<file path="config.mk">
export PLATFORM = sky130hd
export DESIGN_NAME = iter_divider
export DESIGN_NICKNAME = d
export VERILOG_FILES = /design/src/rtl/iter_divider.sv
export SDC_FILE = /design/constraint.sdc
export NUM_CORES = 1
export LEC_CHECK = 0
export ABC_AREA = 1
export CORE_MARGIN = 2
export CORE_UTILIZATION = 40
export CTS_CLUSTER_SIZE = 14
export DETAILED_ROUTE_END_ITERATION = 8
export HOLD_SLACK_MARGIN = 0.12
export PLACE_DENSITY = 0.68
export SYNTH_ARGS = -nofsm -noshare
export SYNTH_HDL_FRONTEND = slang
export SYNTH_SLANG_ARGS = --single-unit
</file>
<file path="constraint.sdc">
create_clock -name clock -period 4.45 [get_ports clock]
set_clock_uncertainty 0.15 [all_clocks]
set_input_delay 0.445 -clock clock [delete_from_list [all_inputs] [get_ports clock]]
set_output_delay 0.445 -clock clock [all_outputs]
set_load 0.05 [all_outputs]
</file>
<file path="src/rtl/iter_divider.sv">
// iter_divider: multicycle signed restoring divider, one quotient bit per clock.
// Define DIV_REMAINDER_EN to add the data_remainder output.
module iter_divider #(
  parameter int WIDTH = 32
) (
  input  logic             clock,
  input  logic             reset,
  input  logic             ctrl_DIV,
  input  logic [WIDTH-1:0] data_operandA,
  input  logic [WIDTH-1:0] data_operandB,
  output logic [WIDTH-1:0] data_result,
  output logic             data_exception,
  output logic             data_resultRDY,
  output logic             busy
`ifdef DIV_REMAINDER_EN
  ,
  output logic [WIDTH-1:0] data_remainder
`endif
);

  localparam int CW = $clog2(WIDTH) + 1;

  typedef enum logic [2:0] {IDLE, LOAD, RUN, FIX, DONE} state_t;
  state_t state, state_next;

  logic [WIDTH-1:0] q;
  logic [WIDTH:0]   r;
  logic [WIDTH:0]   b_abs;
  logic [CW-1:0]    cnt;
  logic             sign_q;

  logic [WIDTH-1:0] a_abs;
  logic [WIDTH:0]   b_abs_in;
  logic [WIDTH+1:0] r_shift;
  logic [WIDTH+1:0] trial;

  // An unsigned WIDTH-bit |A| still represents 2^(WIDTH-1), so INT_MIN needs no special case.
  assign a_abs    = data_operandA[WIDTH-1] ? -data_operandA : data_operandA;
  assign b_abs_in = {1'b0, (data_operandB[WIDTH-1] ? -data_operandB : data_operandB)};
  assign r_shift  = {r, q[WIDTH-1]};
  assign trial    = r_shift - {1'b0, b_abs};

  always_ff @(posedge clock or posedge reset) begin
    if (reset) state <= IDLE;
    else       state <= state_next;
  end

  // A start pulse in any state aborts whatever is in flight and reloads.
  always_comb begin
    state_next = state;
    case (state)
      IDLE:    if (ctrl_DIV) state_next = LOAD;
      LOAD:    state_next = (b_abs == '0) ? DONE : RUN;
      RUN:     if (cnt == CW'(1)) state_next = FIX;
      FIX:     state_next = DONE;
      DONE:    state_next = IDLE;
      default: state_next = IDLE;
    endcase
    if (ctrl_DIV) state_next = LOAD;
  end

  always_comb begin
    busy           = 1'b0;
    data_resultRDY = 1'b0;
    case (state)
      LOAD, RUN, FIX: busy = 1'b1;
      DONE:           data_resultRDY = 1'b1;
      default:        ;
    endcase
  end

  always_ff @(posedge clock or posedge reset) begin
    if (reset) begin
      q              <= '0;
      r              <= '0;
      b_abs          <= '0;
      cnt            <= '0;
      sign_q         <= 1'b0;
      data_result    <= '0;
      data_exception <= 1'b0;
    end else if (ctrl_DIV) begin
      q              <= a_abs;
      r              <= '0;
      b_abs          <= b_abs_in;
      cnt            <= CW'(WIDTH);
      sign_q         <= data_operandA[WIDTH-1] ^ data_operandB[WIDTH-1];
      data_exception <= 1'b0;
    end else begin
      case (state)
        LOAD: begin
          if (b_abs == '0) begin
            data_exception <= 1'b1;
            data_result    <= '0;
          end
        end
        RUN: begin
          if (!trial[WIDTH+1]) begin
            r <= trial[WIDTH:0];
            q <= {q[WIDTH-2:0], 1'b1};
          end else begin
            r <= r_shift[WIDTH:0];
            q <= {q[WIDTH-2:0], 1'b0};
          end
          cnt <= cnt - CW'(1);
        end
        FIX:     data_result <= sign_q ? -q : q;
        default: ;
      endcase
    end
  end

`ifdef DIV_REMAINDER_EN
  logic [WIDTH-1:0] a_raw;

  // Remainder takes the dividend's sign so that A = Q*B + rem holds.
  always_ff @(posedge clock or posedge reset) begin
    if (reset) begin
      a_raw          <= '0;
      data_remainder <= '0;
    end else if (ctrl_DIV) begin
      a_raw <= data_operandA;
    end else begin
      case (state)
        LOAD:    if (b_abs == '0) data_remainder <= a_raw;
        FIX:     data_remainder <= a_raw[WIDTH-1] ? -r[WIDTH-1:0] : r[WIDTH-1:0];
        default: ;
      endcase
    end
  end
`endif

endmodule

</file>
**Yosys cells after proc, flatten, opt, wreduce, memory -nomap -nowiden**

Index checks and enable logic that the tools add are counted.

- Register bits after elaboration: 140
- Output and inout port bits: 35

- Add/sub/neg operators: 5
- Equal/unequal tests: 8
- Mux-type cells: 22
- Bitwise gates (word level): 2
- Reduce and logical (&&, ||, !) cells: 10

Operator list:

| cell | count |
|---|---|
| 32-bit 2-to-1 mux | 6 |
| 33-bit 2-to-1 mux | 3 |
| 32-bit negator | 3 |
| 32-bit one-hot mux with 2 select lines | 1 |
| 34-bit by 32-bit subtractor with 34-bit output | 1 |
| 33-bit logical NOT | 1 |
| 6-bit 2-to-1 mux | 2 |
| 3-bit one-hot mux with 4 select lines | 1 |
| 3-bit 2-to-1 mux | 3 |
| 2-bit nonzero test | 4 |
| 3-bit by 2-bit == test with 1-bit output (second input constant) | 2 |
| 6-bit by 1-bit == test with 1-bit output (second input constant) | 1 |
| 1-bit 2-to-1 mux | 6 |
| 6-bit by 1-bit subtractor with 6-bit output (second input constant) | 1 |
| 2-bit inequality test (second input constant) | 2 |
| 2-bit AND reduction | 2 |
| 3-bit by 1-bit == test with 1-bit output (second input constant) | 1 |
| 3-bit == test (second input constant) | 1 |
| 3-bit logical NOT | 1 |
| 3-bit inequality test (second input constant) | 1 |
| 3-bit AND reduction | 1 |
| 3-bit OR reduction | 1 |
| 1-bit inverter | 1 |
| 1-bit bitwise XOR | 1 |

**Depth between registers and ports, before layout**

Gate-level depths: netlist (run 1).

- Depth after elaboration: 4
- Gate-level depth with buffers: 18
- Mapped depth without buffers: 18

**Worst setup path before layout (run 1)**

No wires, ideal clock.

- Path kind: reg2out
- Start: register state[0]
- End: output data_resultRDY
- Arrival: 1586 ps
- Data required time: 3855 ps
- Setup slack: 2269 ps
- Cell stages (with the launch flop): 2
- Buffers on the path: 0
- Cells stage by stage: dfrtp_1 nor3b_1

- Cells in the longest elaborated chain, start to end: 2

Ends and longest elaborated chain:

| what | RTL line | source |
|---|---|---|
| start: declaration | 24 | `state_t state, state_next;` |
| start signal: assignment | 45 | `else state <= state_next;` |
| 3-bit == test | 65 | `case (state)` |
| 1-bit 2-to-1 mux | 65 |  |
| end: declaration | 13 | `output logic data_resultRDY,` |

Every way passes these cells.

**Worst setup path after layout (run 1)**

- Start: register state[1]
- End: register q[22]

- Cells in the longest elaborated chain, start to end: 2

Ends and longest elaborated chain:

| what | RTL line | source |
|---|---|---|
| 3-bit by 2-bit == test with 1-bit output | 89 | `case (state)` |
| 2-bit nonzero test (no source line) | -- |  |
| end signal: assignment | 82 | `q <= a_abs;` |
| end signal: assignment | 99 | `q <= {q[WIDTH-2:0], 1'b1};` |
| end signal: assignment | 102 | `q <= {q[WIDTH-2:0], 1'b0};` |
| end: declaration | 26 | `logic [WIDTH-1:0] q;` |

Every way passes these cells.
A chain may end at the register's enable or synchronous reset.

==> qor.yml, run 1 <==
run_status:
  status: "finished, final reports clean"
clock_network:
  clockRootBuffer: "clkbuf_16"
  cts_num_sinks: 140
  clock_latency_ns: 0.44
  post_cts_resized: 0
  cts_hold_buf: 0
  cts_tree: "built"
  clock_path_buffers: 2
  cts_made_buffers: 17
  clkTransAtPathRegs_ns: 0.06
  h-tree-depth: 4
  cts_setup_buffers: 0
drt:
  first_iter_violations: 1177
  num_vias: 11630
  wirelength_microns: 35260
  postRouteAntennaNets: 0
  drc: 0
  firstDrtPassIters: 5
  post_drt_wl_per_cell_microns: 15.76
  avgViaCountPerCell: 5.198
layout:
  layout-drive-gt1-share: 0.04250
  final_common_cell: "nand2_1"
  diodes: 0
  post-route-util: 0.4741
  final_cell_mix: "nand2_1 (565), inv_1 (267), nand3_1 (182)"
  stdcell_area_sq_um: 13130
  nNetsFinal: 1953
  fillers: 2791
  area_delta_synth_final_pct: 16.76
synthesis:
  netlist_area_sq_um: 11250
  syn_avg_cell_area_sq_um: 6.359
  synth_cell_types: 46
  synth_seq_area_share: 0.3115
  yosys_warnings: 0
  synth_seq_cells: 140
  synth_fp_nets: 1874
  syn_inst: 1769
timing:
  fin_crit_ns: 3.137
  max_clock_freq_mhz: 318.8
  period_share: 0.7050
  hold_viol: 0
  setup_viol: 0
  rsz0062_at_grt: "no"
  slew_viol_final: 0
  tightest_slew_ns: 1.040
  setup-tns-final_ns: 0
  whs_ns: 0.3265
  max_slew_margin: 0.3064
placed_design:
  place.gp.congestion: 0.9714
  port_buffers: 101
  dp_hpwl_microns: 27250
  place_area_sq_um: 12570
setup_path:
  cp_slowest_cell: "clkinv_1"
  arrival_ns: 3.33
  crit_chain: "inv_1 -> nor2_1 -> inv_1 -> nor2_2 -> inv_1 -> nor2_2 -> clkinv_1 -> o22ai_1 -> o21bai_1"
  crit_type: "flip-flop to flip-flop"
  start_kind: "flip-flop"
  cpMostUsedCell: "inv_1"
  cpPeakStageDelay_ns: 0.82
  crit_path_max_fanout: 26
  end_kind: "flip-flop"
  required_ns: 4.65
floorplan:
  io_pins: 102
  die_width_microns: 171.7
  rows: 61
  die_area_sq_um: 29480
  die_y_microns: 171.7
  initial_utilization: 0.4060
  core_area_sq_um: 27710
power:
  ir_drop_v: 0.0002754
  leakagePower_nw: 6.758
  power.density_nw_per_um2: 327.5
global_routing:
  grt_pass1_vias: 10560
  grt_pass1_wl_microns: 56430
  grt_max_degree: 113
  overflow: 0
  grt_antenna_before_repair: 0
  grtUsageTotal: 0.2441
run:
  cap_violations: 0
worst_hold_path:
  hold_path.class: "flip-flop to flip-flop"
-- final timing paths --
kind / start / to / slack [ns] / cells past startpoint
worst max-delay path: state[1] / q[22] / 1.31 / 9
worst min-delay path: data_result[28] / data_result[28] / 0.33 / 2
worst max register to register: state[1] / q[22] / 1.31 / 9
worst min register to register: data_result[28] / data_result[28] / 0.33 / 2
max in group asynchronous: reset / q[16] / 2.81 / 3
min in group asynchronous: reset / b_abs[4] / 0.49 / 2
-- flip-flops by register name, summed over array words and instances (netlist names) --
name,cells
data_exception,1
data_result,32
r,33
cnt,6
q,32
b_abs,32
state,3
sign_q,1
-- worst max-delay path: cells and delay by family, from the launching register on --
kind	cells	cell delay, ns
AO/OA/AOI/OAI	2	0.59
buffers and inverters	4	1.08
flip-flops	1	0.41
AND/OR/NAND/NOR	3	0.80
-- final cells by class --
cell class	count	area, sq um	share of cell area
tap	378	473.0	0.03601
clock buffer	21	480.5	0.03658
sequential	140	3503	0.2667
timing repair buffer	111	1081	0.08231
multi-input combinational	1306	6482	0.4936
clock inverter	9	87.58	0.006669
inverter	272	1026	0.07812
-- stage by stage --
stage / cells / power [mW] / setup WS, ns
final: 2237 / 4.302 / 1.313
after floorplan: 1769 / 2.434 / 0.1021
after detailed placement: 2207 / 2.914 / 1.388
after global placement: 2207 / 2.897 / 1.484
after global routing: 2237 / 4.509 / 1.117
after CTS: 2237 / 4.316 / 1.371
-- where the power goes --
group	switching, mW	internal (mW)	total, mW
registers	0.126	1.43	1.56
logic	0.908	0.438	1.35
clock network	0.573	0.823	1.40
-- per-layer routing --
metal	part of all wire	vias up	GRT usage
met5	0	-	0
met4	0.013	0	0.05232
met3	0.081	33	0.04809
met2	0.41	436	0.3468
met1	0.50	5344	0.3778
li1	-	5814	-
-- cells in the mapped netlist (all sizes together) --
cell type  count  area share
or2            3      0.0017
a21oi         59       0.029
nand3b        11      0.0073
a31oi          4      0.0022
clkbuf        25      0.0083
inv          270       0.090
o41ai          1     0.00078
nand4         24       0.013
o21ai         95       0.042
fa             1      0.0018
nand3        185       0.084
buf           26       0.013
xnor2         17       0.013
a21boi         1     0.00067
a21o           1     0.00067
clkinv         2     0.00067
nor2         166       0.058
xor2          40       0.031
dfrtp        140        0.31
and3           1     0.00056
o221ai        20       0.016
o21a           1     0.00067
o21bai        12      0.0080
a22oi          2      0.0013
o31ai          3      0.0020
nor3          26       0.012
nor4           7      0.0039
nand2        576        0.20
nor3b          1     0.00067
o22ai          8      0.0044
o211ai         4      0.0027
ha            37       0.041
-- kinds of logic (layout without fill, tap and decap cells) --
group | after synthesis | after routing | synth area share
AO/OA/AOI/OAI | 211 | 211 | 0.1099
XOR/XNOR | 57 | 57 | 0.04438
adder cells (fa/ha/maj) | 38 | 38 | 0.04294
flip-flops | 140 | 140 | 0.3115
buffers and inverters | 323 | 413 | 0.1126
AND/OR/NAND/NOR | 1000 | 1000 | 0.3788
Power figures use the tool's default switching activity.
==> inputs of run 2 (changes only) <==
--- a/config.mk
+++ b/config.mk
@@ -11,7 +11,7 @@
 export CTS_CLUSTER_SIZE = 14
 export DETAILED_ROUTE_END_ITERATION = 8
 export HOLD_SLACK_MARGIN = 0.12
-export PLACE_DENSITY = 0.68
+export PLACE_DENSITY = 0.66
 export SYNTH_ARGS = -nofsm -noshare
 export SYNTH_HDL_FRONTEND = slang
 export SYNTH_SLANG_ARGS = --single-unit
==> constraint.sdc (replaced) <==
create_clock -name clock -period 3.2 [get_ports clock]
set_clock_uncertainty 0.15 [all_clocks]
set_input_delay 0.32 -clock clock [delete_from_list [all_inputs] [get_ports clock]]
set_output_delay 0.32 -clock clock [all_outputs]
set_load 0.05 [all_outputs]
==> run 2 against run 1 <==
Routed wire length up 3.0%. Sequential share of layout area fell by 0.40 points. Core utilization increased by 0.73 points. Critical endpoint is now r[29]. Hold slack worse by 0.051 ns. Setup slack got worse by 0.87 ns. Combinational power is 40% higher.
==> qor.yml, run 2 (synthesized netlist as in run 1, its figures left out) <==
setup_path:
  required_ns: 3.43  # -1.22 ns
  crit_path_max_fanout: 13  # -50%
  crit_chain: "inv_1 -> ha_1 -> a21oi_2 -> nor2_1 -> o21ai_1 -> nand2_1 -> a21oi_4 -> nand2_4 -> nand2_2 -> nand3_1 -> nand2_1 -> nand2_1 -> nand2_1"
  cp_slowest_cell: "dfrtp_1"
  cp-startpoint: "b_abs[26]"
  cpPeakStageDelay_ns: 0.38  # -0.44 ns
  cpMostUsedCell: "nand2_1"
  end_kind: "flip-flop"
  crit_type: "flip-flop to flip-flop"
  r2r-start: "b_abs[26]"
  arrival_ns: 2.99  # -0.34 ns
  rrSetupSlack_ns: 0.44  # -0.87 ns
  start_kind: "flip-flop"
global_routing:
  grt_pass1_wl_microns: 58020  # +2.8%
  grtUsageTotal: 0.2520  # +0.007850
  grt_pass1_vias: 10890  # +3.1%
  overflow: 0  # unchanged
  grt_antenna_before_repair: 0  # unchanged
  grt_max_degree: 69  # -39%
power:
  ir_drop_v: 0.0003637  # +32%
  p_comb_frac: 0.300  # -0.013
  p_seq_frac: 0.345  # -0.018
  swShare: 0.3685  # -0.005042
  p_int_mw: 3.962  # +47%
  switchingPower_mw: 2.312  # +44%
  power.density_nw_per_um2: 470.5  # +44%
  power_frac_clock: 0.354  # +0.030
  leakagePower_nw: 6.858  # +1.5%
clock_network:
  clock_latency_ns: 0.44  # about the same
  cts_made_buffers: 17  # unchanged
  clockRootBuffer: "clkbuf_16"
  clock_path_buffers: 2  # unchanged
  h-tree-depth: 4  # unchanged
  cts_num_sinks: 140  # unchanged
  cts_tree: "built"
  clkTransAtPathRegs_ns: 0.07  # about the same
  post_cts_resized: 0  # unchanged
floorplan:
  die_y_microns: 171.7  # unchanged
  initial_utilization: 0.4060  # unchanged
  rows: 61  # unchanged
  io_pins: 102  # unchanged
  core_area_sq_um: 27710  # unchanged
  die_area_sq_um: 29480  # unchanged
  die_width_microns: 171.7  # unchanged
drt:
  avgViaCountPerCell: 5.165  # -0.62%
  post_drt_wl_per_cell_microns: 16.13  # +2.3%
  firstDrtPassIters: 5  # unchanged
  postRouteAntennaNets: 0  # unchanged
  drc: 0  # unchanged
  first_iter_violations: 920  # -22%
  wirelength_microns: 36320  # +3.0%
  num_vias: 11630  # +0.043%
layout:
  fillers: 2861  # +2.5%
  diodes: 0  # unchanged
  final_cell_mix: "nand2_1 (565), inv_1 (267), nand3_1 (182)"
  nNetsFinal: 1966  # +0.67%
  final_common_cell: "nand2_1"
  top_register: "r"
  stdcell_area_sq_um: 13340  # +1.5%
  post-route-util: 0.4813  # +0.007271
  layout-drive-gt1-share: 0.04909  # +0.006597
  area_delta_synth_final_pct: 18.55
  largest_reg_flops: 33  # unchanged
placed_design:
  dp_hpwl_microns: 28050  # +2.9%
  place.gp.congestion: 0.9908  # +2.0%
  place_area_sq_um: 12680  # +0.91%
  port_buffers: 101  # unchanged
timing:
  hold_viol: 0  # unchanged
  fin_crit_ns: 2.760  # -0.3771 ns
  tightest_slew_ns: 0.8617  # -0.1787 ns
  period_share: 0.8625  # +0.1576
  setup-tns-final_ns: 0  # unchanged
  rsz0062_at_grt: "no"
  max_slew_margin: 0.4249  # +0.1185
  setup_viol: 0  # unchanged
  max_clock_freq_mhz: 362.3  # +14%
  slew_viol_final: 0  # unchanged
worst_hold_path:
  holdCritStartpoint: "ctrl_DIV"
  hold_path.class: "input pin to flip-flop"
run_status:
  status: "finished, final reports clean"
run:
  cap_violations: 0  # unchanged
run 2: worst paths after layout:
path,end,cells after the start
max,r[29],13
min in group asynchronous,b_abs[3],3
min reg2reg,data_result[12],2
max in group asynchronous,data_result[6],4
max reg2reg,r[29],13
min,state[0],4
run 2: worst max-delay path: cells and delay by family (launching register included):
family                   cells  cell delay, ns
AO/OA/AOI/OAI                3            0.57
AND/OR/NAND/NOR              8            1.14
buffers and inverters        1            0.08
adder cells (fa/ha/maj)      1            0.37
flip-flops                   1            0.38
run 2: metrics by stage:
stage	hold WS, ns	power (mW)	setup slack (ns)	instances
2_1_floorplan	0.2989	3.386	0.9809	1769
3_3_place_gp	0.3085	4.041	0.4112	2219
5_1_grt	0.2963	6.581	0.2872	2252
4_1_cts	0.2680	6.288	0.4518	2252
3_5_place_dp	0.3085	4.064	0.4657	2219
6_report	0.2759	6.274	0.4399	2252
run 2: area by class of cell:
| class | count | area (sq um) | share of cell area |
|---|---|---|---|
| Clock inverter | 13 | 202.7 | 0.01520 |
| Timing Repair Buffer | 124 | 1206 | 0.09045 |
| Sequential cell | 140 | 3503 | 0.2627 |
| Inverter | 272 | 1025 | 0.07684 |
| Clock buffer | 19 | 442.9 | 0.03321 |
| Multi-Input combinational cell | 1306 | 6482 | 0.4861 |
| Tap cell | 378 | 473.0 | 0.03547 |
run 2: timing repair:
action                    4_1_cts  5_1_grt
hold endpoints to repair        1        0
hold buffers                    1        0
setup buffers                   0        0
run 2: power groups by stage:
stage | clock (mW) | combinational (mW) | sequential [mW]
final | 2.22 | 1.89 | 2.17
after global routing | 2.32 | 2.07 | 2.19
after CTS | 2.25 | 1.88 | 2.16
after detailed placement | 0 | 1.87 | 2.19
after global placement | 0 | 1.86 | 2.18
after floorplan | 0 | 0.812 | 2.57
run 2: layer usage:
metal  global-route usage  part of all wire  wire (microns)  vias up
met5                    0                 0               0        -
met4              0.06116             0.016             578        0
met3              0.04717             0.081            2949       43
met2               0.3576              0.40           14660      396
met1               0.3886              0.50           18140     5368
li1                     -                 -               -     5825
